File: src/rtl/rpc_cmd_dispatch.sv
// Arbitrates AW/AR word requests into one DRAM command stream, gated on response-buffer space,
// and tags the last PHY read beat of each burst. Define RPC_DISPATCH_READ_PRIO_EN for fixed read priority.
module rpc_cmd_dispatch #(
  parameter int DramAddrWidth = 24,
  parameter int DramLenWidth  = 6,
  parameter int RdOutstanding = 4
) (
  input  logic                     clk_i,
  input  logic                     rst_ni,
  input  logic                     aw_valid_i,
  output logic                     aw_ready_o,
  input  logic [DramAddrWidth-1:0] aw_addr_i,
  input  logic [DramLenWidth-1:0]  aw_len_i,
  input  logic                     ar_valid_i,
  output logic                     ar_ready_o,
  input  logic [DramAddrWidth-1:0] ar_addr_i,
  input  logic [DramLenWidth-1:0]  ar_len_i,
  output logic                     trx_is_write_o,
  output logic [DramLenWidth-1:0]  trx_len_o,
  input  logic                     buf_resp_ready_i,
  output logic                     cmd_valid_o,
  input  logic                     cmd_ready_i,
  output logic                     cmd_is_write_o,
  output logic [DramAddrWidth-1:0] cmd_addr_o,
  output logic [DramLenWidth-1:0]  cmd_len_o,
  input  logic                     r_beat_valid_i,
  input  logic                     r_beat_ready_i,
  output logic                     r_phy_last_o,
  output logic                     err_o
);

  localparam int PtrW = (RdOutstanding > 1) ? $clog2(RdOutstanding) : 1;
  localparam int CntW = $clog2(RdOutstanding + 1);

  typedef enum logic {IDLE, ISSUE} state_e;

  state_e                  state, state_nx;
  logic                    cand_valid, cand_write, accept;
  logic                    push, pop, beat, fifo_empty, fifo_full;
  logic [PtrW-1:0]         wr_ptr, rd_ptr;
  logic [CntW-1:0]         fifo_cnt;
  logic [DramLenWidth-1:0] beat_cnt;
  logic [DramLenWidth-1:0] len_mem [RdOutstanding];

  function automatic logic [PtrW-1:0] ptr_inc(input logic [PtrW-1:0] p);
    return (p == PtrW'(RdOutstanding - 1)) ? '0 : p + 1'b1;
  endfunction

  assign fifo_empty = (fifo_cnt == '0);
  assign fifo_full  = (fifo_cnt == CntW'(RdOutstanding));

`ifdef RPC_DISPATCH_READ_PRIO_EN
  assign cand_write = aw_valid_i && !ar_valid_i;
`else
  logic last_wr;

  // Alternate between write and read when both are requesting.
  assign cand_write = aw_valid_i && (!ar_valid_i || !last_wr);

  always_ff @(posedge clk_i) begin
    if (!rst_ni)     last_wr <= 1'b0;
    else if (accept) last_wr <= cand_write;
  end
`endif

  assign cand_valid = aw_valid_i || ar_valid_i;

  // NOTE: every output of this block gets a default first, so no path leaves one unassigned (no latch).
  always_comb begin
    state_nx       = state;
    accept         = 1'b0;
    aw_ready_o     = 1'b0;
    ar_ready_o     = 1'b0;
    cmd_valid_o    = 1'b0;
    trx_is_write_o = 1'b0;
    trx_len_o      = '0;
    case (state)
      IDLE: begin
        if (cand_valid) begin
          trx_is_write_o = cand_write;
          trx_len_o      = cand_write ? aw_len_i : ar_len_i;
        end
        // A read blocked by a full length FIFO stalls arbitration; the write does not overtake it.
        accept     = cand_valid && buf_resp_ready_i && (cand_write || !fifo_full);
        aw_ready_o = accept && cand_write;
        ar_ready_o = accept && !cand_write;
        if (accept) state_nx = ISSUE;
      end
      ISSUE: begin
        cmd_valid_o    = 1'b1;
        trx_is_write_o = cmd_is_write_o;
        trx_len_o      = cmd_len_o;
        if (cmd_ready_i) state_nx = IDLE;
      end
      default: state_nx = IDLE;
    endcase
  end

  always_ff @(posedge clk_i) begin
    if (!rst_ni) begin
      state          <= IDLE;
      cmd_is_write_o <= 1'b0;
      cmd_addr_o     <= '0;
      cmd_len_o      <= '0;
    end else begin
      state <= state_nx;
      if (accept) begin
        cmd_is_write_o <= cand_write;
        cmd_addr_o     <= cand_write ? aw_addr_i : ar_addr_i;
        cmd_len_o      <= cand_write ? aw_len_i : ar_len_i;
      end
    end
  end

  assign push         = cmd_valid_o && cmd_ready_i && !cmd_is_write_o;
  assign beat         = r_beat_valid_i && r_beat_ready_i;
  assign r_phy_last_o = !fifo_empty && (beat_cnt == len_mem[rd_ptr]);
  assign pop          = beat && r_phy_last_o;

  // NOTE: the length storage has no reset; entries are only read while fifo_cnt marks them valid.
  always_ff @(posedge clk_i) begin
    if (push) len_mem[wr_ptr] <= cmd_len_o;
  end

  always_ff @(posedge clk_i) begin
    if (!rst_ni) begin
      wr_ptr   <= '0;
      rd_ptr   <= '0;
      fifo_cnt <= '0;
      beat_cnt <= '0;
      err_o    <= 1'b0;
    end else begin
      if (push) wr_ptr <= ptr_inc(wr_ptr);
      if (pop)  rd_ptr <= ptr_inc(rd_ptr);
      case ({push, pop})
        2'b10:   fifo_cnt <= fifo_cnt + 1'b1;
        2'b01:   fifo_cnt <= fifo_cnt - 1'b1;
        default: fifo_cnt <= fifo_cnt;
      endcase
      if (beat && fifo_empty)  err_o    <= 1'b1;
      else if (pop)            beat_cnt <= '0;
      else if (beat)           beat_cnt <= beat_cnt + 1'b1;
    end
  end

endmodule
File: config.mk
export PLATFORM = sky130hd
export DESIGN_NAME = rpc_cmd_dispatch
export DESIGN_NICKNAME = d
export VERILOG_FILES = /design/src/rtl/rpc_cmd_dispatch.sv
export SDC_FILE = /design/constraint.sdc
export NUM_CORES = 1
export LEC_CHECK = 0
export BUFFER_PORTS_ARGS = -buffer_cell sky130_fd_sc_hd__buf_2
export CORE_MARGIN = 2
export CORE_UTILIZATION = 40
export CTS_CLUSTER_DIAMETER = 50
export DETAILED_ROUTE_END_ITERATION = 10
export PLACE_DENSITY = 0.69
export SYNTH_ARGS = -nofsm -noshare
export SYNTH_HDL_FRONTEND = slang
export SYNTH_SLANG_ARGS = --single-unit
File: constraint.sdc
create_clock -name clk_i -period 3.51 [get_ports clk_i]
set_input_delay 0.351 -clock clk_i [delete_from_list [all_inputs] [get_ports clk_i]]
set_output_delay 0.351 -clock clk_i [all_outputs]
set_load 0.02 [all_outputs]
==> impl_metrics.tcl, run 1 <==
set metrics [dict create \
    cap_violations 0 \
    placed_area_mm2 0.00397 \
    synth_edf_count 24 \
    avgSynthCellArea_um2 11.0 \
    grt_pass1_vias 2582 \
    post_drt_via_cell_ratio 5.14 \
    post_cts_buffers 0 \
    worst_ep_arrival_time_ns 3.51 \
    tightestPinTransition_ns 0.747 \
    syn-cell-area_mm2 0.00331 \
    max-vdd-ir-drop_mv 0.205 \
    rsz0062_at_grt "no" \
    cts_max_path_buffers 2 \
    yosysSeqAreaShare 0.508 \
    diodes 0 \
    synthToLayoutAreaGrowth_pct 25.5 \
    syn_nets 376 \
    clock-sinks 72 \
    p_leak_nw 1.83 \
    crit_path_end_kind "flop" \
    seqCellArea_mm2 0.00168 \
    period_minus_slack_ns 3.24 \
    tns_ns 0 \
    die-area_mm2 0.00902 \
    io_buffers 110 \
    clkLatencyLatePin_ns 0.35 \
    critical_path.reg2reg.endpoint "fifo_cnt[2]" \
    setup_slack_ns 0.273 \
    grt_overflow 0 \
    fmax_mhz 309 \
    synth_cells 300 \
    ys_ff_latch 72 \
    vias 2655 \
    synth_cell_type_count 40 \
    hold_class "in -> reg" \
    outcome "completed" \
    cts_tree "done" \
    hpwl_mm 5.65 \
    reg2regPathDepth 10 \
    endpoint "fifo_cnt[2]" \
    core-area_mm2 0.00813 \
    io_pins 111 \
    multi_input_area_mm2 0.00153 \
    drcViolationCount 0 \
    async_flop_share 0 \
    antenna_found_initial 0 \
    clock-root-buffer "clkbuf_8" \
    dr.pass1.iters 4 \
    globalplace.congestion 0.773 \
    die_w_um 95.0 \
    r2r_setup_slack_ns 0.27 \
    wl_mm 7.79 \
    yosysWarnings 0 \
    die_h_um 95.0 \
    holdWs_ns 0.258 \
    grt_pass1_wl_mm 12.6 \
    drt_iter0_drc 94 \
    wl_per_cell_um 15.1 \
    hold_buffers 0 \
    crit_type "reg -> reg" \
    critPathMaxFanout 8 \
    clock-skew-final_ns 0.00926 \
    synthFlopType "dfxtp_1" \
    pre_cts_ws_ns 0.279 \
    p_per_area_mw_per_mm2 438 \
    worstPathRequired_ns 3.78 \
    layout-drive-gt1-share 0.354 \
    grt_use_total 0.183 \
    finalSetupViolations 0 \
    drv_slew 0 \
    final_hold_viol_count 0 \
    ctsResizeCount 0 \
    final_area_mm2 0.00416 \
    start_kind "flop" \
    grt_max_degree 51 \
    fillers 758 \
    relSlewSlack 0.502 \
    nets 483 \
    cts_buffers 9 \
    start_util 0.407 \
    postRouteAntennaNets 0 \
    h-tree-depth 3 \
    clkTransAtPathRegs_ns 0.09 \
    period_share 0.922 \
    fp-row-count 33 \
]
[Yosys cell counts (2+ instances only)]
master / count / area, µm²
nor2_1: 5 / 18.8
xor2_1: 4 / 35.0
and2_1: 7 / 43.8
o221a_2: 2 / 22.5
a221oi_1: 23 / 201
clkbuf_1: 16 / 60.1
inv_1: 8 / 30.0
nand2b_1: 2 / 12.5
buf_2: 2 / 10.0
mux4_2: 4 / 90.1
o211a_1: 7 / 70.1
ha_1: 7 / 87.6
mux2_2: 2 / 22.5
xnor2_1: 6 / 52.6
nand2_1: 28 / 105
edfxtp_1: 24 / 721
mux2i_1: 14 / 140
nor2b_1: 27 / 169
o22ai_1: 2 / 12.5
and3_1: 24 / 150
a21oi_1: 2 / 10.0
dfxtp_1: 48 / 961
o21ai_0: 9 / 45.0
nor3_1: 3 / 15.0
nor3b_1: 4 / 30.0
a21boi_0: 3 / 22.5
nand4_1: 3 / 18.8
buf_6: 2 / 22.5
[layer usage]
metal | global-route usage | wire length [µm] | vias to the layer above
met3 | 0.0535 | 552 | 11
li1 | - | - | 1315
met1 | 0.236 | 3420 | 1233
met4 | 0.0773 | 140 | 0
met2 | 0.288 | 3680 | 96
met5 | 0 | 0 | -
[through the flow]
step           total power [mW]  utilization  cells
2_1_floorplan              1.10            -    300
3_3_place_gp               1.21        0.488    501
3_5_place_dp               1.21        0.488    501
4_1_cts                    1.84        0.511    517
5_1_grt                    1.91        0.511    517
6_report                   1.82        0.511    517
[cell usage in the layout, fill, tap and decap left out, types with 3 or more instances in the layout]
cell type and count:
edfxtp_1 24, a221oi_1 23, clkbuf_8 9, buf_2 110
mux4_2 4, buf_4 6, o211a_1 7, clkinv_4 3
and2_1 7, and3_1 24, nor2_1 5, ha_1 7
xor2_1 4, mux2i_1 14, nand4_1 3, nand2_1 28
nor3b_1 4, dfxtp_1 48, nor2b_1 27, xnor2_1 6
a21boi_0 3, inv_1 8, o21ai_0 9
[report_power, final]
part	internal (mW)	switching, mW
sequential	0.896	0.0301
combinational	0.114	0.153
clock	0.272	0.354
total	1.28	0.537
[registers in the layout, summed over array words and instances (netlist names), named ones only]
register        flops
cmd_addr_o         24
len_mem            24
beat_cnt            6
cmd_len_o           6
fifo_cnt            3
rd_ptr              2
wr_ptr              2
cmd_is_write_o      1
err_o               1
state               1
[final cells by class]
type | count | area share
flip-flops and latches | 72 | 0.404
multi-input cells | 200 | 0.368
repair buffers | 116 | 0.143
well taps | 105 | 0.0316
clock buffers | 9 | 0.0298
clock inverters | 7 | 0.0156
inverters | 8 | 0.00722
[cells by family (layout without fill, tap and decap cells)]
family / Yosys count / after routing / share of synthesized area
buf+inv: 28 / 140 / 0.0370
flops: 72 / 72 / 0.508
fa+ha+maj: 8 / 8 / 0.0325
simple gates: 108 / 108 / 0.187
compound gates: 53 / 53 / 0.129
xor+xnor: 10 / 10 / 0.0264
mux: 21 / 21 / 0.0808
[how the worst min path moves through the flow]
stage	start	end	slack, ns	depth (start not counted)
6_report	aw_addr_i[8]	cmd_addr_o[8]	0.26	3
5_1_grt	aw_addr_i[0]	cmd_addr_o[0]	0.27	3
4_1_cts	aw_addr_i[8]	cmd_addr_o[8]	0.25	3
3_5_place_dp	err_o	err_o	0.49	2
3_3_place_gp	err_o	err_o	0.47	2
2_1_floorplan	rd_ptr[1]	flop	0.45	2
[worst max-delay path: stages, from the launching register on]
cell and delay, ns:
dfxtp_1 0.54, mux4_2 0.57, xnor2_1 0.16, nand4_1 0.23
nor4b_4 0.32, ha_1 0.23, inv_1 0.06, fa_1 0.37
xor2_1 0.16, or3_1 0.32, a21boi_0 0.20
Note: power is estimated with default switching activity, not from simulation.
==> run 2, diff against run 1 <==
==> constraint.sdc (replaced) <==
create_clock -name clk_i -period 3.51 [get_ports clk_i]
set_input_delay 0.351 -clock clk_i [delete_from_list [all_inputs] [get_ports clk_i]]
set_output_delay 0.351 -clock clk_i [all_outputs]
set_load 0.05 [all_outputs]
==> impl_metrics.tcl, run 2 (synthesized netlist as in run 1, its figures left out) <==
set metrics [dict create \
    reg2regPathDepth 10 \
    post_cts_buffers 0 \
    antenna_found_initial 0 \
    grt_overflow 0 \
    h-tree-depth 3 \
    core-area_mm2 0.00813 \
    cap_violations 0 \
    setup_slack_ns 0.358 \
    hold_class "in -> reg" \
    grt_use_total 0.181 \
    grt_max_degree 51 \
    max-vdd-ir-drop_mv 0.235 \
    clkTransAtPathRegs_ns 0.08 \
    cts_tree "done" \
    die_h_um 95.0 \
    critical_path.reg2reg.endpoint "fifo_cnt[2]" \
    grt_pass1_wl_mm 12.4 \
    wl_per_cell_um 14.8 \
    top_regs "cmd_addr_o: 24 flops, len_mem: 24 flops" \
    drt_iter0_drc 131 \
    crit_path_end_kind "flop" \
    start_kind "flop" \
    die_w_um 95.0 \
    fp-row-count 33 \
    final_hold_viol_count 0 \
    period_minus_slack_ns 3.15 \
    utilization 0.519 \
    clock-skew-final_ns 0.00868 \
    worst_ep_arrival_time_ns 3.42 \
    r2r_setup_slack_ns 0.36 \
    layout-drive-gt1-share 0.354 \
    vias 2690 \
    p_per_area_mw_per_mm2 496 \
    clkLatencyLatePin_ns 0.35 \
    ctsResizeCount 0 \
    grt_pass1_vias 2573 \
    layout_common_cells "buf_2 (110), dfxtp_1 (48), nand2_1 (28), nor2b_1 (27)" \
    hpwl_mm 5.51 \
    tightestPinTransition_ns 0.771 \
    finalSetupViolations 0 \
    globalplace.congestion 0.824 \
    worstPathRequired_ns 3.77 \
    dr.pass1.iters 4 \
    endpoint "fifo_cnt[2]" \
    nets 484 \
    die-area_mm2 0.00902 \
    hold_buffers 0 \
    fmax_mhz 317 \
    postRouteAntennaNets 0 \
    p_leak_nw 1.86 \
    period_share 0.898 \
    post_drt_via_cell_ratio 5.19 \
    clock-root-buffer "clkbuf_8" \
    crit_type "reg -> reg" \
    tns_ns 0 \
    drv_slew 0 \
    cts_max_path_buffers 2 \
    cts_buffers 9 \
    pre_cts_ws_ns 0.365 \
    clock-sinks 72 \
    holdPathStages 3 \
    drcViolationCount 0 \
    outcome "completed" \
    synthToLayoutAreaGrowth_pct 27.4 \
    rsz0062_at_grt "no" \
    io_buffers 110 \
    power_mw 2.09 \
    io_pins 111 \
    critPathMaxFanout 8 \
    layout_commonest_cell "buf_2" \
    wl_mm 7.67 \
    diodes 0 \
    start_util 0.407 \
    relSlewSlack 0.486 \
]
## run 2: cell type report
| type | instances | area (µm²) |
|---|---|---|
| clock buffer | 10 | 128 |
| clock inverter | 6 | 115 |
| fill | 722 | 3920 |
| inverter | 8 | 30.0 |
| multi-input combinational | 200 | 1530 |
| sequential | 72 | 1680 |
| tap | 105 | 131 |
| timing repair buffer | 117 | 603 |
## run 2: worst min path at each step
stage | to | slack [ns] | startpoint
after floorplan | flop | 0.45 | rd_ptr[1]
after global placement | err_o | 0.47 | err_o
after detailed placement | err_o | 0.48 | err_o
after CTS | cmd_addr_o[15] | 0.25 | aw_addr_i[15]
after global routing | cmd_addr_o[19] | 0.26 | aw_addr_i[19]
final | cmd_addr_o[15] | 0.26 | aw_addr_i[15]
## run 2: worst max-delay path: stages, from the launching register on
cell and delay [ns]:
dfxtp_1 0.54, mux4_2 0.56, xnor2_1 0.16, nand4_1 0.21, nor4b_4 0.30, ha_1 0.23
inv_1 0.06, fa_1 0.37, xor2_1 0.16, or3_1 0.30, a21boi_0 0.18
## run 2: routing by layer
metal,vias up,GRT usage,routed length [µm]
met4,0,0.0688,131
met5,-,0,0
met1,1264,0.231,3380
met2,96,0.274,3520
met3,12,0.0726,650
li1,1318,-,-
## run 2: per-stage QoR
step / instance area, µm² / hold slack (ns) / std cells
finish: 4220 / 0.264 / 518
global route: 4220 / 0.259 / 518
CTS: 4220 / 0.249 / 518
detailed placement: 3980 / 0.479 / 502
global placement: 3980 / 0.469 / 502
floorplan: 3310 / 0.454 / 300
## run 2: report_power, final
group	switching [mW]	internal, mW	total [mW]
logic	0.243	0.115	0.358
registers	0.0310	0.896	0.927
clock network	0.329	0.477	0.806
==> run 3, diff against run 2 <==
--- a/config.mk
+++ b/config.mk
@@ -10,7 +10,8 @@
 export CORE_UTILIZATION = 40
 export CTS_CLUSTER_DIAMETER = 50
 export DETAILED_ROUTE_END_ITERATION = 10
-export PLACE_DENSITY = 0.69
+export PLACE_DENSITY_LB_ADDON = 0.1
+export REMOVE_ABC_BUFFERS = 1
 export SYNTH_ARGS = -nofsm -noshare
 export SYNTH_HDL_FRONTEND = slang
 export SYNTH_SLANG_ARGS = --single-unit
==> impl_metrics.tcl, run 3 (synthesized netlist as in run 1, its figures left out) <==
set metrics [dict create \
    utilization 0.512 \
    cap_violations 0 \
    rsz0062_at_grt "no" \
    core-area_mm2 0.00813 \
    synthToLayoutAreaGrowth_pct 25.7 \
    nets 483 \
    postRouteAntennaNets 0 \
    grt_pass1_vias 2418 \
    die_w_um 95.0 \
    wl_met2_mm 3.39 \
    drv_slew 0 \
    outcome "completed" \
    pre_cts_ws_ns 0.406 \
    hold_class "in -> reg" \
    post_drt_via_cell_ratio 5.04 \
    critPathMaxFanout 8 \
    drt-met1-wl_mm 3.36 \
    wl_per_cell_um 14.1 \
    tightestPinTransition_ns 0.764 \
    period_share 0.873 \
    grt_max_degree 51 \
    clock-skew-final_ns 0.00722 \
    top_regs "cmd_addr_o: 24 flops, len_mem: 24 flops" \
    fmax_mhz 326 \
    cts_tree "done" \
    holdWs_ns 0.270 \
    io_pins 111 \
    die_h_um 95.0 \
    p_per_area_mw_per_mm2 462 \
    cts_max_path_buffers 2 \
    worstPathRequired_ns 3.78 \
    power_mw 1.93 \
    ctsResizeCount 0 \
    clkTransAtPathRegs_ns 0.08 \
    globalplace.congestion 0.736 \
    worst_ep_arrival_time_ns 3.33 \
    p_leak_nw 1.83 \
    setup_slack_ns 0.445 \
    dr.pass1.iters 4 \
    clock-root-buffer "clkbuf_8" \
    fp-row-count 33 \
    die-area_mm2 0.00902 \
    crit_type "reg -> reg" \
    final_hold_viol_count 0 \
    drt_iter0_drc 109 \
    post_cts_buffers 0 \
    layout_commonest_cell "buf_2" \
    grt_pass1_wl_mm 11.6 \
    wl_mm 7.31 \
    grt_overflow 0 \
    layout_common_cells "buf_2 (110), dfxtp_1 (48), nand2_1 (28), nor2b_1 (27)" \
    drcViolationCount 0 \
    start_kind "flop" \
    clkLatencyLatePin_ns 0.34 \
    vias 2607 \
    tns_ns 0 \
    diodes 0 \
    io_buffers 110 \
    period_minus_slack_ns 3.07 \
    routed.top_layer "met4" \
    cts_buffers 9 \
    layout-drive-gt1-share 0.352 \
    relSlewSlack 0.491 \
    antenna_found_initial 0 \
    crit_path_end_kind "flop" \
    hold_buffers 0 \
    clock-sinks 72 \
    hpwl_mm 5.29 \
    max-vdd-ir-drop_mv 0.225 \
    grt_use_total 0.168 \
    start_util 0.407 \
    finalSetupViolations 0 \
    h-tree-depth 3 \
    wl_met3_um 470 \
]
run 3: final timing paths:
kind	from	cells after the start	slack, ns	to
setup / recovery	flop	10	0.44	fifo_cnt[2]
setup reg to reg	flop	10	0.44	fifo_cnt[2]
hold / removal	aw_addr_i[15]	3	0.27	cmd_addr_o[15]
hold reg to reg	err_o	2	0.49	err_o
run 3: power breakdown:
part           switching [mW]  total [mW]  internal (mW)
clock network           0.317       0.645          0.328
logic                   0.240       0.354          0.114
registers              0.0300       0.926          0.896
total                   0.587        1.93           1.34
run 3: metrics by stage:
stage / area, µm² / cells
floorplan: 3220 / 280
global placement: 3970 / 501
detailed placement: 3970 / 501
CTS: 4160 / 517
global route: 4160 / 517
finish: 4160 / 517
run 3: layer usage:
| layer | up-vias | global-route usage |
|---|---|---|
| li1 | 1313 | - |
| met1 | 1202 | 0.223 |
| met4 | 0 | 0.0761 |
| met5 | - | 0 |
| met3 | 6 | 0.0423 |
| met2 | 86 | 0.257 |
run 3: final cells by class:
class / count / area [µm²]
clock inverters: 7 / 71.3
inverters: 8 / 30.0
fillers: 782 / 3970
repair buffers: 116 / 596
multi-input cells: 200 / 1530
well taps: 105 / 131
clock buffers: 9 / 124
flip-flops and latches: 72 / 1680
run 3: worst max-delay path: stages (launching register included):
cell and delay [ns]:
dfxtp_1 0.53, mux4_2 0.56, xnor2_1 0.15, nand4_1 0.21, nor4b_4 0.28, ha_1 0.22, inv_1 0.06, fa_1 0.37
xor2_1 0.15, or3_1 0.30, a21boi_0 0.16
